`src/rtl/bram_port_arbiter.sv`:
```
// Round-robin arbiter that maps up to two of NUM_REQ requesters per cycle onto
// the A and B ports of a dual-port BRAM and routes the BRAM output back one cycle later.
module bram_port_arbiter #(
  parameter int NUM_REQ   = 4,
  parameter int RAM_WIDTH = 32,
  parameter int RAM_DEPTH = 128,
  localparam int AW = $clog2(RAM_DEPTH),
  localparam int IW = $clog2(NUM_REQ)
) (
  input  logic                          CLK,
  input  logic                          RST,
  input  logic [NUM_REQ-1:0]            i_req_valid,
  input  logic [NUM_REQ-1:0]            i_req_we,
  input  logic [NUM_REQ*AW-1:0]         i_req_addr,
  input  logic [NUM_REQ*RAM_WIDTH-1:0]  i_req_din,
  output logic [NUM_REQ-1:0]            o_req_ready,
  output logic [NUM_REQ-1:0]            o_rsp_valid,
  output logic [NUM_REQ*RAM_WIDTH-1:0]  o_rsp_data,
  output logic                          o_we_a,
  output logic [AW-1:0]                 o_addr_a,
  output logic [RAM_WIDTH-1:0]          o_din_a,
  input  logic [RAM_WIDTH-1:0]          i_dout_a,
  output logic                          o_we_b,
  output logic [AW-1:0]                 o_addr_b,
  output logic [RAM_WIDTH-1:0]          o_din_b,
  input  logic [RAM_WIDTH-1:0]          i_dout_b
);

  logic [AW-1:0]        req_addr [NUM_REQ];
  logic [RAM_WIDTH-1:0] req_din  [NUM_REQ];

  logic [IW-1:0] rr_ptr;
  logic [IW-1:0] scan_idx;
  logic          cand_a_vld, cand_b_vld;
  logic [IW-1:0] cand_a_idx, cand_b_idx;
  logic          collide;
  logic          grant_a, grant_b;

  logic          vld_a_p0, vld_b_p0;
  logic [IW-1:0] idx_a_p0, idx_b_p0;

  function automatic logic [IW-1:0] wrap_idx(input int s);
    return (s >= NUM_REQ) ? IW'(s - NUM_REQ) : IW'(s);
  endfunction

  function automatic logic [IW-1:0] ptr_after(input logic [IW-1:0] idx);
    if (int'(idx) == NUM_REQ - 1) return '0;
    return idx + 1'b1;
  endfunction

  for (genvar g = 0; g < NUM_REQ; g++) begin : g_unpack
    assign req_addr[g] = i_req_addr[g*AW +: AW];
    assign req_din[g]  = i_req_din[g*RAM_WIDTH +: RAM_WIDTH];
  end

  // Stage 0: round-robin scan picks the first two valid requesters from rr_ptr
  always_comb begin
    cand_a_vld = 1'b0;
    cand_b_vld = 1'b0;
    cand_a_idx = '0;
    cand_b_idx = '0;
    scan_idx   = '0;
    for (int i = 0; i < NUM_REQ; i++) begin
      scan_idx = wrap_idx(int'(rr_ptr) + i);
      if (i_req_valid[scan_idx]) begin
        if (!cand_a_vld) begin
          cand_a_vld = 1'b1;
          cand_a_idx = scan_idx;
        end else if (!cand_b_vld) begin
          cand_b_vld = 1'b1;
          cand_b_idx = scan_idx;
        end
      end
    end
  end

  // Two reads may share an address; anything involving a write on one address goes to A alone.
  assign collide = (req_addr[cand_a_idx] == req_addr[cand_b_idx]) &&
                   (i_req_we[cand_a_idx] || i_req_we[cand_b_idx]);
  assign grant_a = cand_a_vld && !RST;
  assign grant_b = cand_b_vld && !collide && !RST;

  always_comb begin
    o_req_ready = '0;
    for (int k = 0; k < NUM_REQ; k++) begin
      o_req_ready[k] = (grant_a && cand_a_idx == IW'(k)) ||
                       (grant_b && cand_b_idx == IW'(k));
    end
  end

  always_comb begin
    o_we_a   = 1'b0;
    o_addr_a = '0;
    o_din_a  = '0;
    o_we_b   = 1'b0;
    o_addr_b = '0;
    o_din_b  = '0;
    if (grant_a) begin
      o_we_a   = i_req_we[cand_a_idx];
      o_addr_a = req_addr[cand_a_idx];
      o_din_a  = req_din[cand_a_idx];
    end
    if (grant_b) begin
      o_we_b   = i_req_we[cand_b_idx];
      o_addr_b = req_addr[cand_b_idx];
      o_din_b  = req_din[cand_b_idx];
    end
  end

  // Stage 0 -> 1: pointer advance and port-to-requester mapping for the response
  always_ff @(posedge CLK) begin
    if (RST) begin
      rr_ptr   <= '0;
      vld_a_p0 <= 1'b0;
      vld_b_p0 <= 1'b0;
    end else begin
      vld_a_p0 <= grant_a;
      vld_b_p0 <= grant_b;
      if (grant_a) rr_ptr <= ptr_after(grant_b ? cand_b_idx : cand_a_idx);
    end
  end

  always_ff @(posedge CLK) begin
    idx_a_p0 <= cand_a_idx;
    idx_b_p0 <= cand_b_idx;
  end

  // Stage 1: steer BRAM outputs back to the requester that owned each port
  always_comb begin
    o_rsp_valid = '0;
    o_rsp_data  = '0;
    for (int k = 0; k < NUM_REQ; k++) begin
      if (!RST && vld_a_p0 && idx_a_p0 == IW'(k)) begin
        o_rsp_valid[k] = 1'b1;
        o_rsp_data[k*RAM_WIDTH +: RAM_WIDTH] = i_dout_a;
      end else if (!RST && vld_b_p0 && idx_b_p0 == IW'(k)) begin
        o_rsp_valid[k] = 1'b1;
        o_rsp_data[k*RAM_WIDTH +: RAM_WIDTH] = i_dout_b;
      end
    end
  end

endmodule

```
`config.mk`:
```
export PLATFORM = sky130hd
export DESIGN_NAME = bram_port_arbiter
export DESIGN_NICKNAME = d
export VERILOG_FILES = /design/src/rtl/bram_port_arbiter.sv
export SDC_FILE = /design/constraint.sdc
export NUM_CORES = 1
export LEC_CHECK = 0
export ABC_AREA = 1
export BUFFER_PORTS_ARGS = -buffer_cell sky130_fd_sc_hd__buf_2
export CORE_AREA = 2 2 174 176
export CTS_BUF_LIST = sky130_fd_sc_hd__clkbuf_2 sky130_fd_sc_hd__clkbuf_4 sky130_fd_sc_hd__clkbuf_8
export CTS_CLUSTER_SIZE = 14
export DETAILED_ROUTE_END_ITERATION = 6
export DIE_AREA = 0 0 176 178
export GPL_ROUTABILITY_DRIVEN = 1
export GPL_TIMING_DRIVEN = 0
export REMOVE_ABC_BUFFERS = 1
export SETUP_SLACK_MARGIN = 0.5
export SLEW_MARGIN = 20
export SYNTH_ARGS = -nofsm -noshare
export SYNTH_HDL_FRONTEND = slang
export SYNTH_SLANG_ARGS = --single-unit
```
`constraint.sdc`:
```
create_clock -name CLK -period 6 [get_ports CLK]
set_input_delay 0.9 -clock CLK [delete_from_list [all_inputs] [get_ports CLK]]
set_output_delay 0.9 -clock CLK [all_outputs]
set_load 0.1 [all_outputs]
```
# [Word level (Yosys, flattened, before mapping)]
# Index checks and enable logic that the tools add are counted.
[op_classes] n_reduce_logical=33 n_shift=0 n_eq_ne=14 div_mod_pow=0 order_cmp=12 n_bitwise=2 muxes=81 addsub=8 mul=0
[op_table] op="32-bit two-way mux" n=14
[op_table] op="32-bit binary-select mux with 2-bit select" n=2
[op_table] op="2-bit two-way mux" n=22
[op_table] op="7-bit two-way mux" n=6
[op_table] op="1-bit two-way mux" n=29
[op_table] op="7-bit binary-select mux with 2-bit select" n=2
[op_table] op="1-bit logical AND" n=22
[op_table] op="2-bit by 3-bit less-than comparator with 1-bit output, second input constant" n=6
[op_table] op="2-bit equality test, second input constant" n=8
[op_table] op="3-bit greater-or-equal comparator, second input constant" n=5
[op_table] op="1-bit binary-select mux with 2-bit select" n=6
[op_table] op="2-bit by 1-bit equality test with 1-bit output, second input constant" n=5
[op_table] op="2-bit zero test" n=4
[op_table] op="2-bit by 1-bit subtractor with 2-bit output, second input constant" n=4
[op_table] op="7-bit equality test" n=1
[op_table] op="2-bit by 2-bit adder with 3-bit output, second input constant" n=2
[op_table] op="2-bit inverter with 3-bit output" n=2
[op_table] op="1-bit logical OR" n=5
[op_table] op="2-bit by 1-bit adder with 3-bit output, second input constant" n=1
[op_table] op="2-bit by 3-bit greater-or-equal comparator with 1-bit output, second input constant" n=1
[op_table] op="2-bit by 1-bit adder with 2-bit output, second input constant" n=1
[op_table] op="1-bit zero test" n=2
[word_totals] mem_count=0 romBits=0 out_inout_bits=216 mem_bits_rw=0 input_bits=230 latchBits=0 wordCells=155 register_bits=8

# [Logic depth before layout (Yosys ltp)]
# Gate-level depths: netlist of run 1.
[depth] word_depth=28 depth_mapped=33 ltp_nobuf=30

# [Least setup slack after synthesis of run 1]
# OpenSTA, ideal clock, no wires.
[synth_path] path_kind="input to output" startpoint="input port i_req_valid[3]" endpoint="output port o_din_b[0]" arrival_time_ns=4.897 path_stages=25 n_path_buf=2 t_required_ns=5.100 setup_slack_ns=0.203 cell_sequence="inv_1 -> nand2_1 -> nand3_1 -> nand2_4 -> ha_1 -> inv_1 -> nand2_1 -> nand2_1 -> nand2_1 -> nand2_2 -> nand2_4 -> nand2_4 -> buf_6 -> nand3b_1 -> nand2_1 -> nor2_1 -> inv_1 -> nand2_1 -> nand2_1 -> nand2_1 -> nor2_4 -> nand2_4 -> nand2_4 -> buf_8 -> nor3_1"
[synth_via] elab_chain_len=21 word_cells_on_any_way=54 classes_between="eq/ne: 1; mux: 46; bitwise: 2; reduce/logical: 5"
[synth_lines] item="from (decl)" line="12" source="input logic [NUM_REQ-1:0] i_req_valid,"
[synth_lines] item="1-bit binary-select mux with 2-bit select" line="65" source="if (i_req_valid[scan_idx]) begin"
[synth_lines] item="1-bit two-way mux (not written as such)" line="65"
[synth_lines] item="1-bit two-way mux" line="65"
[synth_lines] item="2-bit two-way mux / 1-bit two-way mux (equally long branches)" line="66" source="if (!cand_a_vld) begin"
[synth_lines] item="2-bit two-way mux / 1-bit two-way mux (equally long branches)" line="65"
[synth_lines] item="2-bit two-way mux" line="69" source="end else if (!cand_b_vld) begin"
[synth_lines] item="2-bit two-way mux" line="66"
[synth_lines] item="2-bit two-way mux" line="65"
[synth_lines] item="[... 3 more ...]"
[synth_lines] item="2-bit inverter with 3-bit output (not written as such)" line="78, 106"
[synth_lines] item="7-bit binary-select mux with 2-bit select" line="78" source="assign collide = (req_addr[cand_a_idx] == req_addr[cand_b_idx]) &&"
[synth_lines] item="7-bit two-way mux (not written as such) (2 in series)" line="78"
[synth_lines] item="7-bit equality test" line="78"
[synth_lines] item="1-bit logical AND" line="78"
[synth_lines] item="1-bit zero test" line="81" source="assign grant_b = cand_b_vld && !collide && !RST;"
[synth_lines] item="1-bit logical AND (2 in series)" line="81"
[synth_lines] item="32-bit two-way mux *" line="103" source="if (grant_b) begin"
[synth_lines] item="to (decl)" line="25" source="output logic [RAM_WIDTH-1:0] o_din_b,"
# Mark *: on every way between the ends. The rest lies on a longest branch, timed or not. The select of a mux whose other input is x is not followed.

# [Worst setup path in the final report of run 1]
[layout_path] startpoint="input port i_req_valid[3]" endpoint="output port o_din_b[2]"
# The elaborated chain is that of the path after synthesis.

==> results of run 1 <==
## layout make-up
class                   count  area (um2)  share of cell area [%]
clock buffers               3        41.3                   0.564
well taps                 390         488                    6.66
flip-flops and latches      8         160                    2.19
repair buffers            449        2350                    32.1
inverters                 127         488                    6.66
multi-input cells         674        3800                    51.9
## worst paths after layout
path | start | end | slack [ns] | cells past startpoint
max | i_req_valid[3] | o_din_b[2] | 0.73 | 24
min | rr_ptr[1] | rr_ptr[1] | 0.74 | 4
max reg2reg | rr_ptr[0] | rr_ptr[0] | 2.18 | 25
min reg2reg | rr_ptr[1] | rr_ptr[1] | 0.74 | 4
## cells by family (layout without fill, tap and decap cells)
logic type,after synthesis,in the layout
AND/OR/NAND/NOR,397,397
AO/OA/AOI/OAI,275,275
buffers and inverters,199,579
flip-flops,8,8
adder cells (fa/ha/maj),2,2
## metal layers
layer | wire length, um | up-vias | track usage (%) | part of all wire [%]
met1 | 11800 | 3859 | 21.8 | 36
met2 | 16100 | 618 | 34.3 | 50
li1 | - | 3887 | - | -
met4 | 1280 | 10 | 5.99 | 4.0
met3 | 3140 | 74 | 4.18 | 9.7
met5 | 62 | - | 0 | 0.19
## cells in the mapped netlist
cell,instances
nand3_1,75
o221ai_1,13
nand4_1,2
buf_8,1
nand3_2,3
a21oi_1,1
a21oi_2,1
nand4_2,1
nor2_4,4
nor2_2,2
buf_2,3
o211ai_1,1
clkbuf_1,53
inv_2,4
ha_1,2
a211oi_1,1
inv_8,1
buf_6,9
nand2_1,164
nor2_8,1
nand3_4,1
nand2_4,8
o21bai_2,1
buf_1,3
buf_4,3
nor2_1,61
nor3_2,27
dfxtp_1,8
o22ai_1,196
nand2_2,13
o21ai_1,6
inv_1,122
nand3b_1,7
nor3_1,28
o21ai_0,55
## metrics by stage
stage / setup TNS [ns] / std cells / hold slack [ns] / utilization [%] / setup WS [ns]
floorplan: -2.35 / 809 / 0.660 / - / -0.469
global placement: -1.61 / 1644 / 0.736 / 24.1 / -0.363
detailed placement: -0.282 / 1648 / 0.732 / 24.4 / -0.254
CTS: 0 / 1651 / 0.745 / 24.6 / 0.505
global route: 0 / 1651 / 0.793 / 24.9 / 0.483
finish: 0 / 1651 / 0.743 / 24.9 / 0.729
## critical path, cell delays in order
cell and delay [ns]:
buf_2 0.11, inv_1 0.04, nand2_1 0.06, nand3_1 0.18, nand2_4 0.12, ha_1 0.28
inv_1 0.05, nand2_1 0.04, nand2_1 0.06, nand2_1 0.06, nand2_2 0.10, nand2_4 0.09
nand2_4 0.23, nand2_4 0.30, nor2_1 0.18, nor2_1 0.07, nand2_2 0.08, nand3_1 0.08
nand3_2 0.10, nor2_4 0.05, nand2_4 0.09, nand2_8 0.25, nor3_1 0.36, clkbuf_4 0.40
## sequential cells by signal, indices dropped and copies added (netlist names)
signal and cells:
vld_b_p0 1, idx_b_p0 2, idx_a_p0 2, vld_a_p0 1, rr_ptr 2
## timing repair
| item | CTS | global route |
|---|---|---|
| hold buffers | 0 | 0 |
| resized for setup | 8 | 28 |
| endpoints found under the setup margin | 44 | 46 |
| hold endpoints to repair | 0 | 0 |
==> results.json, run 1 <==
{
  "postCtsSetupRepairBufs": 0,
  "fillerInstances": 3411,
  "grt_overflow": 0,
  "synth-simple-area-share_pct": 42.4,
  "ys_ff_latch": 8,
  "crit_required_ns": 5.10,
  "synth_top_family_by_area": "simple AND/OR/NAND/NOR gates",
  "rsz0062_at_grt": "true",
  "dr.first_iter.drc_count": 629,
  "synth.area.top_cells": "o22ai_1, nand2_1, inv_1, nand3_1, o21ai_0",
  "slew_headroom_pct": 29.2,
  "die_h_um": 178,
  "grt_pass1_vias": 7635,
  "tritoncts": "yes",
  "die_area_mm2": 0.0313,
  "fmax_ghz": 0.190,
  "wl_per_cell_um": 19.6,
  "stdcell_area_mm2": 0.00733,
  "io_pins": 446,
  "cts_buffers": 3,
  "maxCapViolCount": 0,
  "clkLatencyLatePin_ns": 0.24,
  "io_buffer_count": 445,
  "firstDrtPassIters": 5,
  "cts_max_path_buffers": 2,
  "cts.clk_slew.worst_paths_ns": 0.05,
  "worstMarginPinSlew_ns": 1.06,
  "synth_top_cell_area_share_pct": 26.0,
  "synth_fa_ha_area_share_pct": 0.530,
  "initial_core_util_pct": 16.1,
  "core_mm2": 0.0294,
  "syn_area_mm2": 0.00472,
  "start_kind": "input port",
  "die_w_um": 176,
  "synth_cell_types": 35,
  "synth_xor_area_share_pct": 0,
  "path_class": "input port to output pin",
  "cp.arrival_ns": 4.37,
  "route.detailed.drc": 0,
  "drive_above_1_share_pct": 42.6,
  "h-tree-depth": 1,
  "synth-warning-count": 0,
  "synth_compound_area_share_pct": 35.7,
  "placed_cell_area_mm2": 0.00717,
  "clock_skew_ns": 0.00725,
  "synth_cells": 881,
  "fin_nets": 1495,
  "synth-seq-area-share_pct": 3.39,
  "critPathMaxFanout": 49,
  "final_common_cell": "buf_2",
  "detail-route-antenna-nets": 0,
  "root_buffer": "clkbuf_8",
  "cts.sinks": 8,
  "rows": 63,
  "hold_viol_final": 0,
  "grt_usage_pct": 18.8,
  "syn_avg_cell_area_um2": 5.36,
  "grt_max_degree": 50,
  "synth_area_leader_cell": "o22ai_1",
  "layout_min_cycle_time_ns": 5.27,
  "num_vias": 8448,
  "setup_viol": 0,
  "dp_hpwl_um": 26300,
  "grt_pass1_wl_um": 45700,
  "area_growth_pct": 55.1,
  "critPathCaptureType": "output pin",
  "fin_crit_sh_pct": 87.8,
  "wl_um": 32300,
  "routabilityCongestion": 0.927,
  "min_path_type": "flip-flop to flip-flop",
  "antenna_found_initial": 9,
  "post_drt_via_cell_ratio": 5.12,
  "status": "finished, final reports clean",
  "synthMuxAreaShare_pct": 0,
  "diodes": 0,
  "final_cell_mix": "buf_2, o22ai_1, nand2_1",
  "drv_slew": 0
}
Power of run 1 is left out: the tool's default activity adds up to more than one toggle a clock period on the data nets, which glitch-free logic cannot reach.
==> run 2: changes to the inputs <==
- PLACE_DENSITY: unset -> 0.43
==> run 2 against run 1 <==
- design area increased by 2.7%
- non-clock buffer count up 10
- fmax rose by 1.2%
- clock skew down 0.0056 ns
- worst hold slack got worse by 0.0018 ns
- sequential share of layout area decreased by 0.058 points
- die area is the same
- utilization is 0.68 points higher
- highest routed layer unchanged
==> results.json, run 2 (synthesis gave the netlist of run 1 again) <==
{
  "status": "finished, final reports clean",
  "io_pins": 446,
  "route.detailed.drc": 0,
  "die_w_um": 176,
  "crit_required_ns": 5.10,
  "dp_hpwl_um": 25900,
  "initial_core_util_pct": 16.1,
  "antenna_found_initial": 3,
  "cts.clk_slew.worst_paths_ns": 0.04,
  "fin_crit_sh_pct": 86.8,
  "path_class": "input port to output pin",
  "fillerInstances": 3452,
  "rows": 63,
  "clkLatencyLatePin_ns": 0.23,
  "cts.sinks": 8,
  "grt_usage_pct": 19.1,
  "crit_path_frequent_cell": "nand2_1",
  "cp.arrival_ns": 4.31,
  "wl_um": 32500,
  "grt_max_degree": 50,
  "firstDrtPassIters": 5,
  "grt_pass1_vias": 7782,
  "root_buffer": "clkbuf_8",
  "tritoncts": "yes",
  "min_path_type": "flip-flop to flip-flop",
  "core_mm2": 0.0294,
  "start_kind": "input port",
  "fin_tns_setup_ns": 0,
  "hold_viol_final": 0,
  "drv_slew": 0,
  "layout_min_cycle_time_ns": 5.21,
  "crit_slowest_cell": "a21oi_2",
  "cts_max_path_buffers": 2,
  "cts_buffers": 3,
  "setup_viol": 0,
  "post_drt_via_cell_ratio": 4.94,
  "rsz0062_at_grt": "true",
  "dr.first_iter.drc_count": 417,
  "grt_overflow": 0,
  "wl_per_cell_um": 19.5,
  "worstMarginPinSlew_ns": 1.05,
  "drive_above_1_share_pct": 43.3,
  "critPathMaxFanout": 49,
  "critPathCaptureType": "output pin",
  "die_area_mm2": 0.0313,
  "path_cells": "buf_2, inv_1, nand2_1, nand3_1, nand2_4, ha_1, inv_1, nand2_1, nand2_1, nand2_1, nand2_2, a21oi_2, nand2_8, nor2_1, nor2_1, nand2_2, nand3_1, nand3_2, nor2_4, nand2_4, nand2_8, nor3_2, buf_4",
  "area_growth_pct": 59.4,
  "h-tree-depth": 1,
  "slew_headroom_pct": 29.7,
  "num_vias": 8216,
  "maxCapViolCount": 0,
  "clock_skew_ns": 0.00161,
  "reg_top3": "idx_a_p0 x2, idx_b_p0 x2, rr_ptr x2",
  "final_cell_mix": "buf_2, o22ai_1, nand2_1",
  "fmax_ghz": 0.192,
  "final_common_cell": "buf_2",
  "fin_nets": 1506,
  "die_h_um": 178,
  "io_buffer_count": 445,
  "max_stage_delay_ns": 0.36,
  "grt_pass1_wl_um": 46900,
  "detail-route-antenna-nets": 0,
  "routabilityCongestion": 0.865
}
-- run 2: layer usage --
layer  track usage, %  share of wire [%]
met4             4.92                2.7
met5                0              0.083
met1             21.8                 37
met3             3.88                8.1
met2             36.2                 52
-- run 2: what timing repair did --
item | in CTS | in global routing
resized for setup | 8 | 59
pin swaps | 0 | 1
gates cloned | 0 | 1
endpoints found under the setup margin | 44 | 44
setup buffers | 0 | 8
hold buffers | 0 | 0
-- run 2: final cells by class --
type / instances / area, um2 / share of cell area, %
antenna: 1 / 2.50 / 0.0332
clock buffer: 3 / 41.3 / 0.549
sequential: 8 / 160 / 2.13
timing repair inverter: 1 / 7.51 / 0.0997
inverter: 127 / 488 / 6.48
timing repair buffer: 459 / 2480 / 33.0
multi-input combinational: 674 / 3850 / 51.2
tap: 390 / 488 / 6.48
-- run 2: stage by stage --
step	cells	instance area, um2	utilization (%)	hold slack [ns]	setup WS, ns
after floorplan	809	4360	-	0.660	-0.469
after detailed placement	1650	7210	24.5	0.737	-0.348
after global placement	1644	7070	24.1	0.741	-0.501
after CTS	1653	7290	24.8	0.744	0.556
final	1663	7530	25.6	0.741	0.792
after global routing	1663	7530	25.6	0.817	0.452
-- run 2: worst paths after layout --
path                                   end           start  slack, ns  cells past startpoint
worst min register to register   rr_ptr[1]       rr_ptr[1]       0.74                      4
worst max-delay path            o_din_b[3]  i_req_valid[1]       0.79                     23
worst min-delay path             rr_ptr[1]       rr_ptr[1]       0.74                      4
worst max register to register   rr_ptr[1]       rr_ptr[0]       2.11                     28
-- run 2: critical path: cells and delay by family --
kind | cells | cell delay (ns)
buf+inv | 4 | 0.53
fa+ha+maj | 1 | 0.29
compound gates | 1 | 0.36
simple gates | 17 | 2.13
Power of run 2 is left out for the same reason.
